<file path="src/rtl/vga_timing.sv">
// VGA raster timing generator: pixel/line counters, phase FSMs and registered sync/blank strobes.
// Optional frame counter enabled by defining VGA_TIMING_FRAME_CNT_EN.
module vga_timing #(
  parameter int H_DISPLAY = 640,
  parameter int H_FP      = 16,
  parameter int H_SYNC    = 96,
  parameter int H_BP      = 48,
  parameter int V_DISPLAY = 480,
  parameter int V_FP      = 10,
  parameter int V_SYNC    = 2,
  parameter int V_BP      = 33,
  parameter int SYNC_POL  = 0,
  localparam int H_TOTAL  = H_DISPLAY + H_FP + H_SYNC + H_BP,
  localparam int V_TOTAL  = V_DISPLAY + V_FP + V_SYNC + V_BP,
  localparam int XW       = $clog2(H_TOTAL),
  localparam int YW       = $clog2(V_TOTAL)
) (
  input  logic          pixel_clk,
  input  logic          reset,
  output logic          HSYNC,
  output logic          VSYNC,
  output logic          DISPLAY,
  output logic [XW-1:0] X,
  output logic [YW-1:0] Y,
  output logic          LINE_START,
  output logic          FRAME_START,
  output logic [15:0]   FRAME_CNT
);

  typedef enum logic [1:0] {
    PH_ACTIVE,
    PH_FRONT,
    PH_SYNC,
    PH_BACK
  } phase_e;

  localparam logic [XW-1:0] H_FRONT_AT = XW'(H_DISPLAY);
  localparam logic [XW-1:0] H_SYNC_AT  = XW'(H_DISPLAY + H_FP);
  localparam logic [XW-1:0] H_BACK_AT  = XW'(H_DISPLAY + H_FP + H_SYNC);
  localparam logic [XW-1:0] H_LAST     = XW'(H_TOTAL - 1);

  localparam logic [YW-1:0] V_FRONT_AT = YW'(V_DISPLAY);
  localparam logic [YW-1:0] V_SYNC_AT  = YW'(V_DISPLAY + V_FP);
  localparam logic [YW-1:0] V_BACK_AT  = YW'(V_DISPLAY + V_FP + V_SYNC);
  localparam logic [YW-1:0] V_LAST     = YW'(V_TOTAL - 1);

  localparam logic SYNC_ON  = (SYNC_POL != 0);
  localparam logic SYNC_OFF = (SYNC_POL == 0);

  logic [XW-1:0] x_q, x_d;
  logic [YW-1:0] y_q, y_d;
  logic          run_q;
  phase_e        h_ph_q, h_ph_d;
  phase_e        v_ph_q, v_ph_d;
  logic          hsync_q, vsync_q, display_q;
  logic          line_start_q, frame_start_q;
  logic          line_start_d, frame_start_d;

  // run_q holds the raster at the origin for the first cycle after reset so
  // that cycle presents X=0/Y=0 with its start strobes.
  always_comb begin
    x_d = '0;
    y_d = '0;
    if (run_q) begin
      if (x_q == H_LAST) begin
        x_d = '0;
        y_d = (y_q == V_LAST) ? '0 : y_q + YW'(1);
      end else begin
        x_d = x_q + XW'(1);
        y_d = y_q;
      end
    end
  end

  always_comb begin
    h_ph_d = h_ph_q;
    unique case (h_ph_q)
      PH_ACTIVE: if (x_d == H_FRONT_AT) h_ph_d = PH_FRONT;
      PH_FRONT:  if (x_d == H_SYNC_AT)  h_ph_d = PH_SYNC;
      PH_SYNC:   if (x_d == H_BACK_AT)  h_ph_d = PH_BACK;
      PH_BACK:   if (x_d == '0)         h_ph_d = PH_ACTIVE;
      default:                          h_ph_d = PH_ACTIVE;
    endcase
  end

  always_comb begin
    v_ph_d = v_ph_q;
    unique case (v_ph_q)
      PH_ACTIVE: if (y_d == V_FRONT_AT) v_ph_d = PH_FRONT;
      PH_FRONT:  if (y_d == V_SYNC_AT)  v_ph_d = PH_SYNC;
      PH_SYNC:   if (y_d == V_BACK_AT)  v_ph_d = PH_BACK;
      PH_BACK:   if (y_d == '0)         v_ph_d = PH_ACTIVE;
      default:                          v_ph_d = PH_ACTIVE;
    endcase
  end

  assign line_start_d  = (x_d == '0);
  assign frame_start_d = (x_d == '0) && (y_d == '0);

  // Strobes are decoded from the next-state position so they land in the
  // same register stage as X/Y and carry no skew against them.
  always_ff @(posedge pixel_clk) begin
    if (reset) begin
      run_q         <= 1'b0;
      x_q           <= '0;
      y_q           <= '0;
      h_ph_q        <= PH_ACTIVE;
      v_ph_q        <= PH_ACTIVE;
      hsync_q       <= SYNC_OFF;
      vsync_q       <= SYNC_OFF;
      display_q     <= 1'b0;
      line_start_q  <= 1'b0;
      frame_start_q <= 1'b0;
    end else begin
      run_q         <= 1'b1;
      x_q           <= x_d;
      y_q           <= y_d;
      h_ph_q        <= h_ph_d;
      v_ph_q        <= v_ph_d;
      hsync_q       <= (h_ph_d == PH_SYNC) ? SYNC_ON : SYNC_OFF;
      vsync_q       <= (v_ph_d == PH_SYNC) ? SYNC_ON : SYNC_OFF;
      display_q     <= (h_ph_d == PH_ACTIVE) && (v_ph_d == PH_ACTIVE);
      line_start_q  <= line_start_d;
      frame_start_q <= frame_start_d;
    end
  end

`ifdef VGA_TIMING_FRAME_CNT_EN
  logic [15:0] frame_cnt_q;
  logic        first_frame_q;

  // The first frame after reset is frame 0; later frame starts advance the count.
  always_ff @(posedge pixel_clk) begin
    if (reset) begin
      frame_cnt_q   <= '0;
      first_frame_q <= 1'b1;
    end else if (frame_start_d) begin
      if (first_frame_q) begin
        first_frame_q <= 1'b0;
      end else begin
        frame_cnt_q <= frame_cnt_q + 16'd1;
      end
    end
  end

  assign FRAME_CNT = frame_cnt_q;
`else
  assign FRAME_CNT = '0;
`endif

  assign X           = x_q;
  assign Y           = y_q;
  assign HSYNC       = hsync_q;
  assign VSYNC       = vsync_q;
  assign DISPLAY     = display_q;
  assign LINE_START  = line_start_q;
  assign FRAME_START = frame_start_q;

endmodule

</file>
<file path="config.mk">
export PLATFORM = sky130hd
export DESIGN_NAME = vga_timing
export DESIGN_NICKNAME = d
export VERILOG_FILES = /design/src/rtl/vga_timing.sv
export SDC_FILE = /design/constraint.sdc
export NUM_CORES = 1
export LEC_CHECK = 0
export BUFFER_PORTS_ARGS = -buffer_cell sky130_fd_sc_hd__buf_4
export CAP_MARGIN = 0
export CORE_MARGIN = 10
export CORE_UTILIZATION = 54
export DETAILED_ROUTE_END_ITERATION = 8
export PLACE_DENSITY = 0.79
export SLEW_MARGIN = 20
export SYNTH_ARGS = -nofsm -noshare
export SYNTH_HDL_FRONTEND = slang
export SYNTH_SLANG_ARGS = --single-unit
</file>
<file path="constraint.sdc">
create_clock -name pixel_clk -period 3.4 [get_ports pixel_clk]
set_input_delay 0.17 -clock pixel_clk [delete_from_list [all_inputs] [get_ports pixel_clk]]
set_output_delay 0.17 -clock pixel_clk [all_outputs]
set_load 0.01 [all_outputs]
</file>
* Word-level counts from Yosys, hierarchy flattened *
Index checks and enable logic that the tools add are counted.

operators by class
  add/subtract/negate cells = 2
  equality and inequality tests = 16
  muxes and demuxes = 18
  reduce and logical (&&, ||, !) cells = 8

operators by type and width
  kind                                                              count
  10-bit == test, second input constant                             5
  10-bit two-way mux                                                5
  10-bit by 9-bit == test with 1-bit output, second input constant  3
  10-bit by 1-bit adder with 10-bit output, second input constant   2
  10-bit zero test                                                  2
  2-bit two-way mux                                                 8
  2-bit case mux with 4 select lines                                2
  2-bit == test, second input constant                              6
  2-bit zero test                                                   4
  2-bit by 1-bit == test with 1-bit output, second input constant   2
  1-bit two-way mux                                                 3
  1-bit logical AND                                                 2

storage, ports and cells
  register bits = 30
  output and inout bits = 41
  word-level logic and storage cells = 54

* Logic depth before layout (Yosys ltp) *
Gate-level depths: netlist of the first run.

  depth in word-level cells = 9
  gate-level depth with buffers = 10
  gate-level depth less buffers = 8

* Least setup slack after synthesis of the first run *
Ideal clock, no wire load.

  path kind = flip-flop to flip-flop
  start = reg x_q[1] (netlist: X[1])
  end = reg vsync_q (netlist: VSYNC)
  arrival time = 2.892 ns
  path slack = 0.380 ns
  stages on the path, launching flop included = 9
  buffers on the path = 1
  clock period less this slack = 3.020 ns
  path through = dfxtp_1 -> ha_1 -> clkbuf_1 -> nand4_1 -> or4_4 -> o31a_1 -> or4_4 -> nor4_2 -> o21ai_0

between the ends
  longest elaborated chain between the ends = 8
  elaborated cells on any way between the ends = 14
  classes of those cells = 5 x eq/ne; 8 x mux; 1 x reduce/logical

ends and longest elaborated chain
  element                                                            RTL line  text
  start: declaration                                                 50        logic [XW-1:0] x_q, x_d;
  start signal: assignment                                           105       x_q <= '0;
  start signal: assignment                                           116       x_q <= x_d;
  10-bit == test (*)                                                 65        if (x_q == H_LAST) begin
  10-bit two-way mux (*)                                             65
  10-bit two-way mux (*)                                             64        if (run_q) begin
  10-bit by 9-bit == test with 1-bit output (tied with other cells)  91        PH_SYNC: if (y_d == V_BACK_AT) v_ph_d = PH_BACK;
  2-bit two-way mux (on tied branches)                               -
  2-bit case mux with 4 select lines (*)                             88        unique case (v_ph_q)
  2-bit == test (*)                                                  121       vsync_q <= (v_ph_d == PH_SYNC) ? SYNC_ON : SYNC_OFF;
  1-bit two-way mux (*)                                              121
  end signal: assignment                                             121
  end: declaration                                                   55        logic hsync_q, vsync_q, display_q;

Mark *: on every way between the ends. The rest lies on a longest branch, timed or not.
A chain may end at the register's enable or synchronous reset.

* Worst setup path in the final report of the first run *
  start = reg x_q[8] (netlist: X[8])
  end = reg vsync_q (netlist: VSYNC)

The elaborated chain is that of the path after synthesis.

==> results of run 1 <==
==> layout make-up <==
type                            instances  share of cell area
Clock buffer                            7              0.0384
Multi-Input combinational cell        199               0.536
Clock inverter                          1             0.00223
Timing Repair Buffer                   34               0.114
Tap cell                               46              0.0256
Sequential cell                        30               0.267
Inverter                               10              0.0167
==> metal layers <==
layer / global-route usage / up-vias / routed length [um]
met5: 0 / - / 0
met4: 0.0669 / 0 / 74
met3: 0.0468 / 6 / 561
met2: 0.245 / 106 / 2280
met1: 0.190 / 858 / 2100
li1: - / 929 / -
==> placed cells by master (no fill, tap or decap), drive strengths merged, types with 10 or more instances in the layout <==
cell type   n
conb       16
a21oi      12
nand4      10
nand2      16
nor2       25
nand3      14
buf        34
xnor2      11
dfxtp      30
==> stage by stage <==
step	instance area, um2	setup WS (ps)	instances	total power [uW]	util
after floorplan	2040	380	273	403	-
after global placement	2150	389	319	400	0.626
after detailed placement	2150	371	319	401	0.626
after CTS	2250	314	327	697	0.652
after global routing	2250	155	327	714	0.652
final	2250	307	327	692	0.652
==> kinds of logic after synthesis <==
group	count (synthesis)	synth area share
AO/OA/AOI/OAI	47	0.156
buffers and inverters	44	0.119
other	1	0.00189
adder cells (fa/ha/maj)	3	0.0189
multiplexers	3	0.0170
flip-flops	30	0.303
XOR/XNOR	18	0.0795
AND/OR/NAND/NOR	112	0.305
==> cells in the mapped netlist (all sizes together), types with 2 or more instances <==
master  instances  area [um2]
o22ai           2        12.5
o211ai          2        15.0
dfxtp          30         601
o31a            4        35.0
or4             3        30.0
and3            4        25.0
a21oi          12        60.1
or3             2        12.5
a211o           2        17.5
nor3            9        45.0
a211oi          2        15.0
o21a            2        15.0
xnor2          11        96.3
inv             9        33.8
o21ai           9        45.0
or2             2        12.5
buf            21         149
nor3b           3        22.5
nand4          10        62.6
xor2            7        61.3
a41oi           2        17.5
nor2           25        93.8
nand3          14        70.1
a22oi           2        15.0
mux2            3        33.8
nand2b          6        37.5
nor4b           2        17.5
a31oi           3        18.8
nor4            8        56.3
nand2          16        60.1
nand3b          2        15.0
clkbuf         13        48.8
and2            3        18.8
ha              3        37.5
==> worst max path at each step <==
stage	slack [ps]	depth (start not counted)	endpoint
global route	160	6	VSYNC
detailed placement	370	6	VSYNC
CTS	310	6	VSYNC
floorplan	380	8	VSYNC
finish	310	6	VSYNC
global placement	390	6	VSYNC
==> worst register-to-register path, stage by stage, from the launching register on <==
cell,delay [ps]
dfxtp_1,480
or4b_1,600
or4_4,600
o31a_1,340
or4_4,560
nor4_2,260
o21ai_0,130
==> power groups by stage <==
stage / Sequential, uW / Combinational (uW) / Clock [uW]
3_5_place_dp: 368 / 32.4 / 0
2_1_floorplan: 368 / 35.3 / 0
6_report: 361 / 33.3 / 298
3_3_place_gp: 368 / 32.2 / 0
4_1_cts: 361 / 32.6 / 304
5_1_grt: 361 / 37.5 / 315
==> sequential cells by signal, indices dropped and copies added (netlist names) <==
name / flops
h_ph_q: 2
HSYNC: 1
VSYNC: 1
Y: 10
X: 10
FRAME_START: 1
v_ph_q: 2
run_q: 1
LINE_START: 1
DISPLAY: 1
==> impl_metrics.toml, run 1 <==
[status]
outcome = "finished clean"

[worst_setup_path]
r2r_end = "VSYNC"
r2r_cells = 6
crit_required_ps = 3570
arrival_ps = 3260
reg2reg_slack_ps = 310
r2r-start = "X[8]"
cp_common_cell = "or4_4"
critPathTopFamily = "simple AND/OR/NAND/NOR gates"
startpoint = "X[8]"
crit_slowest_cell = "or4b_1"
critical_path_buf_inv_count = 0
critical_path_class = "reg2reg"
slowest_delay_ps = 600
cp_cell_sequence = "or4b_1, or4_4, o31a_1, or4_4, nor4_2, o21ai_0"
end_kind = "register"
crit_fanout = 10
start_kind = "register"

[global_routing]
grt_pass1_vias = 1725
grt_use_total = 0.155
grt_max_degree = 17
grt_remaining_overflow = 0
antenna_found_initial = 0
grt_first_pass_wirelength_um = 8150

[clock_tree]
cts_setup_buffers = 0
path_clk_slew_ps = 70
cts.sinks = 30
cts-root-buf = "clkbuf_8"
cts_tree = "done"
clkLatencyLatePin_ps = 290
postCtsResizedCells = 0
cts_buffers = 5
clock_path_buffers = 2
postCtsHoldBufs = 0
cts_htree_levels = 2

[drt]
vias = 1899
drt_iter0_drc = 260
drt_wl_total_um = 5010
viasPerCell = 5.81
drc_errors = 0
dr.pass1.iters = 5
final_antenna_net_count = 0
wire_per_inst_um = 15.3

[finish]
antenna_cells = 0
seq_area_um2 = 601
nets = 285
drive_gt1_frac = 0.174
area_growth_pct = 13.2
fillers = 330
multi_input_area_um2 = 1200

[sta]
tns_ps = 0
holdWs_ps = 151
finalCriticalPeriod_ps = 3090
fmax_mhz = 323
max_slew_margin = 0.641
finalMaxSlewViolations = 0
finalHoldViolCount = 0
finClkSkew_ps = 5.55
setup_violations = 0
rsz0062_at_grt = "false"
fin_crit_sh = 0.910
worstMarginPinSlew_ps = 534

[logic_synthesis]
synth.distinct_cells = 49
async_flop_share = 0
synth_seq_cells = 30
netlist_instances = 258
seq_area_frac_synth = 0.303
synth_flop_cell = "dfxtp_1"
synth_area_um2 = 1980
synth_edf_count = 0
avgSynthCellArea_um2 = 7.69
yosys_warnings = 0

[die]
initial_core_util = 0.576
core_area_um2 = 3440
dieHeight_um = 80.6
row_count = 21
ios = 43
floorplan.die_area_um2 = 6500
dieWidth_um = 80.6

[placed_design]
dp_hpwl_um = 3660
place.gp.congestion = 0.925
io_buffers = 26

[run]
maxCapViolCount = 0

[pwr]
leakage_uw = 0.000839
powerDensity_nw_per_um2 = 308
switchingPower_uw = 163
power_frac_seq = 0.521
pwr-share-comb = 0.048
p_clk_frac = 0.431
intPower_uw = 528
switching_share = 0.236
vdd_drop_max_v = 0.000222

[worst_hold_path]
hold_path_depth = 2
hp-class = "in2reg"
hold_end = "Y[1]"
worstHoldStart = "reset"
No activity file was read; power rests on OpenSTA's default activity.
==> run 2: changes to the inputs <==
- CORE_MARGIN: 10 -> unset
==> run 2 against run 1 <==
Compared with the run above:
- sequential power hardly changed
- critical path depth stayed put
- die area is 40% lower
- via count is 0.26% lower
- sequential share of layout area is 0.15 points higher
- maximum frequency is 0.18% higher
- combinational power is 3% lower
- critical path type unchanged
- largest power group unchanged
==> impl_metrics.toml, run 2 (synthesized netlist as in run 1, its figures left out) <==
[status]
outcome = "finished clean"

[finish]
layout_commonest_cell = "buf_4"
stdcell_area_um2 = 2230
antenna_cells = 0
fillers = 320
nets = 285
final_cell_mix = "buf_4 (34), dfxtp_1 (30), nor2_1 (25)"
area_growth_pct = 12.6
drive_gt1_frac = 0.178

[clock_tree]
cts.sinks = 30
cts_tree = "done"
postCtsResizedCells = 0
cts_htree_levels = 2
postCtsHoldBufs = 0
cts-root-buf = "clkbuf_4"
cts_setup_buffers = 0
clkLatencyLatePin_ps = 330
cts_buffers = 5
path_clk_slew_ps = 100
clock_path_buffers = 2

[pwr]
vdd_drop_max_v = 0.000248
powerDensity_nw_per_um2 = 294
leakage_uw = 0.000835

[drt]
dr.pass1.iters = 4
drt_wl_total_um = 4370
final_antenna_net_count = 0
viasPerCell = 5.79
vias = 1894
drt_iter0_drc = 123
wire_per_inst_um = 13.4
drc_errors = 0

[sta]
finalCriticalPeriod_ps = 3090
fin_crit_sh = 0.908
tns_ps = 0
finalHoldViolCount = 0
max_slew_margin = 0.629
fmax_mhz = 324
rsz0062_at_grt = "false"
worstMarginPinSlew_ps = 551
finalMaxSlewViolations = 0
holdWs_ps = 93.7
finClkSkew_ps = 11.0
setup_violations = 0

[global_routing]
grt_max_degree = 17
grt_first_pass_wirelength_um = 7420
grt_use_total = 0.237
grt_remaining_overflow = 0
antenna_found_initial = 0
grt_pass1_vias = 1644

[placed_design]
place.gp.congestion = 0.899
post_dp_cell_area_um2 = 2150
io_buffers = 26
dp_hpwl_um = 3230

[worst_setup_path]
r2r_end = "VSYNC"
r2r_cells = 6
crit_fanout = 10
r2r-start = "X[8]"
crit_required_ps = 3620
reg2reg_slack_ps = 310
critical_path_class = "reg2reg"
end_kind = "register"
start_kind = "register"
arrival_ps = 3310

[die]
core_area_um2 = 3420
ios = 43
initial_core_util = 0.581
dieWidth_um = 62.6
row_count = 21
dieHeight_um = 62.6
floorplan.die_area_um2 = 3920

[worst_hold_path]
hold_end = "Y[6]"
hp-class = "in2reg"
worstHoldStart = "reset"
hold_path_depth = 2

[run]
maxCapViolCount = 0
run 2: layout make-up:
class	instances	area [um2]	share of cell area
Inverter	10	37.5	0.0168
Sequential cell	30	601	0.269
Tap cell	46	57.6	0.0258
Clock buffer	8	78.8	0.0353
Multi-Input combinational cell	199	1200	0.539
Timing Repair Buffer	34	255	0.114
run 2: per-layer routing:
layer	wire, um	GRT usage	share of wire
met1	2040	0.318	0.47
met5	0	0	0
met2	1970	0.363	0.45
met3	304	0.0529	0.070
met4	49	0.0988	0.011
run 2: worst max path at each step:
| stage | slack (ps) | cells after the start | start | end |
|---|---|---|---|---|
| 3_3_place_gp | 390 | 6 | X[8] | VSYNC |
| 2_1_floorplan | 380 | 8 | X[1] | VSYNC |
| 5_1_grt | 90 | 9 | X[0] | v_ph_q[0] |
| 4_1_cts | 330 | 6 | X[8] | VSYNC |
| 3_5_place_dp | 350 | 6 | X[8] | VSYNC |
| 6_report | 310 | 6 | X[8] | VSYNC |
run 2: per-stage QoR:
step / instances / total power, uW / worst slack [ps] / util
floorplan: 273 / 403 / 380 / -
global placement: 319 / 400 / 395 / 0.631
detailed placement: 319 / 400 / 350 / 0.631
CTS: 327 / 666 / 327 / 0.654
global route: 327 / 687 / 92.2 / 0.654
finish: 327 / 657 / 312 / 0.654
run 2: critical path, stage by stage, from the launching register on:
cell     delay, ps
dfxtp_1        500
or4b_1         610
or4_4          600
o31a_1         340
or4_4          560
nor4_2         250
o21ai_0        120
run 2: where the power goes:
| group | switching (uW) | internal, uW |
|---|---|---|
| sequential | 4.75 | 355 |
| clock | 124 | 141 |
| combinational | 22.5 | 9.82 |
| total | 151 | 506 |
==> run 3: changes to the inputs <==
- GPL_TIMING_DRIVEN: unset -> 0
- clock period: 3.4 -> 2.85 ns (I/O delays scaled with it)
==> run 3 against run 2 <==
Compared with the run above:
- final cell count increased by 9.8%
- power is 9.8% higher
- highest routed layer unchanged
- clock skew decreased by 5.2 ps
- utilization is 9.0 points higher
- worst hold slack worse by 10 ps
- clock power shrank 12%
- first-iteration DRC count is 22% higher
- sequential share of layout area is 2.6 points lower
- design area grew 14%
- die area unchanged
==> impl_metrics.toml, run 3 (synthesized netlist as in run 1, its figures left out) <==
[status]
outcome = "finished clean"

[run]
maxCapViolCount = 0

[global_routing]
grt_use_total = 0.263
grt_most_used_layer = "met2"
grt_first_pass_wirelength_um = 8290
use_met1 = 0.348
grt_pass1_vias = 1882
gr-usage-met2 = 0.423
grt_remaining_overflow = 0
grtUsageMet3 = 0.0529
antenna_found_initial = 0
grt_max_degree = 11

[die]
dieWidth_um = 62.6
core_area_um2 = 3420
row_count = 21
floorplan.die_area_um2 = 3920
ios = 43
initial_core_util = 0.581
dieHeight_um = 62.6

[worst_setup_path]
cp_common_cell = "o31a_1"
critical_path_class = "reg2reg"
slowest_delay_ps = 550
critical_path_buf_inv_count = 2
r2r_cells = 9
crit_fanout = 3
critPathTopFamily = "simple AND/OR/NAND/NOR gates"
crit_slowest_cell = "or4b_4"
cp_cell_sequence = "or4b_4, or4_4, buf_6, o211ai_1, o31a_1, nand4_1, buf_4, o31a_1, o21a_1"
cp.depth = 9
end_kind = "register"
arrival_ps = 3080
start_kind = "register"
crit_required_ps = 3090

[pwr]
leakage_uw = 0.00102
vdd_drop_max_v = 0.000257
powerDensity_nw_per_um2 = 284

[finish]
antenna_cells = 0
final_cell_mix = "buf_4 (55), nor2_1 (25), dfxtp_1 (23)"
fillers = 278
layout_commonest_cell = "buf_4"
drive_gt1_frac = 0.291
final_util = 0.744
area_growth_pct = 28.1
nets = 318

[placed_design]
place.gp.congestion = 0.863
io_buffers = 26
dp_hpwl_um = 3390

[worst_hold_path]
hp-class = "in2reg"
hold_path_depth = 3

[sta]
finalMaxSlewViolations = 0
worstMarginPinSlew_ps = 544
max_slew_margin = 0.636
setup_violations = 0
finalCriticalPeriod_ps = 2850
fmax_mhz = 351
tns_ps = 0
finalHoldViolCount = 0
rsz0062_at_grt = "true"
fin_crit_sh = 0.999
finClkSkew_ps = 5.82

[drt]
vias = 2024
dr.pass1.iters = 4
final_antenna_net_count = 0
drt_wl_total_um = 5020
wire_per_inst_um = 14.0
viasPerCell = 5.64
drc_errors = 0
drt_iter0_drc = 150

[clock_tree]
cts-root-buf = "clkbuf_4"
path_clk_slew_ps = 90
cts_htree_levels = 2
clock_path_buffers = 2
cts.sinks = 30
cts_buffers = 5
postCtsHoldBufs = 0
cts_tree = "done"
clkLatencyLatePin_ps = 330
## run 3: timing repair
item	4_1_cts	5_1_grt
setup endpoints to repair	4	4
resized for setup	17	14
buffers inserted	14	2
pin swaps	8	13
## run 3: worst min-delay path, cell delays in order
cell and delay, ps:
buf_4 90, a211o_1 100, a2111oi_2 40
## run 3: report_power, final
group,switching [uW],internal [uW]
clock,146,88.5
sequential,3.35,422
combinational,34.2,28.8
total,183,539
## run 3: cell type report
type                    count  area [um2]  area share
clock inverters             2        10.0     0.00394
flip-flops and latches     30         617       0.243
repair buffers             42         327       0.129
clock buffers               5        37.5      0.0148
inverters                  10        37.5      0.0148
multi-input cells         199        1290       0.508
plain buffers              25         164      0.0645
well taps                  46        57.6      0.0227
## run 3: metrics by stage
| step | std cells | total power, uW | setup WS (ps) | instance area (um2) | hold slack, ps |
|---|---|---|---|---|---|
| floorplan | 273 | 481 | 18.7 | 2060 | 270 |
| global placement | 345 | 494 | -271 | 2320 | 428 |
| detailed placement | 345 | 495 | -269 | 2320 | 422 |
| CTS | 361 | 726 | -24.6 | 2490 | 73.7 |
| global route | 359 | 751 | -111 | 2540 | 88.1 |
| finish | 359 | 722 | 3.75 | 2540 | 83.3 |
## run 3: path summary, 6_finish.rpt
kind	slack (ps)	to	start
worst max-delay path	4	v_ph_q[1]	X[5]
worst max register to register	4	v_ph_q[1]	X[5]
worst min-delay path	80	DISPLAY	reset
worst min register to register	570	X[0]	X[0]
## run 3: metal layers
metal	wire [um]	vias to the layer above
li1	-	994
met1	2220	937
met2	2370	81
met3	344	12
met4	80	0
met5	0	-
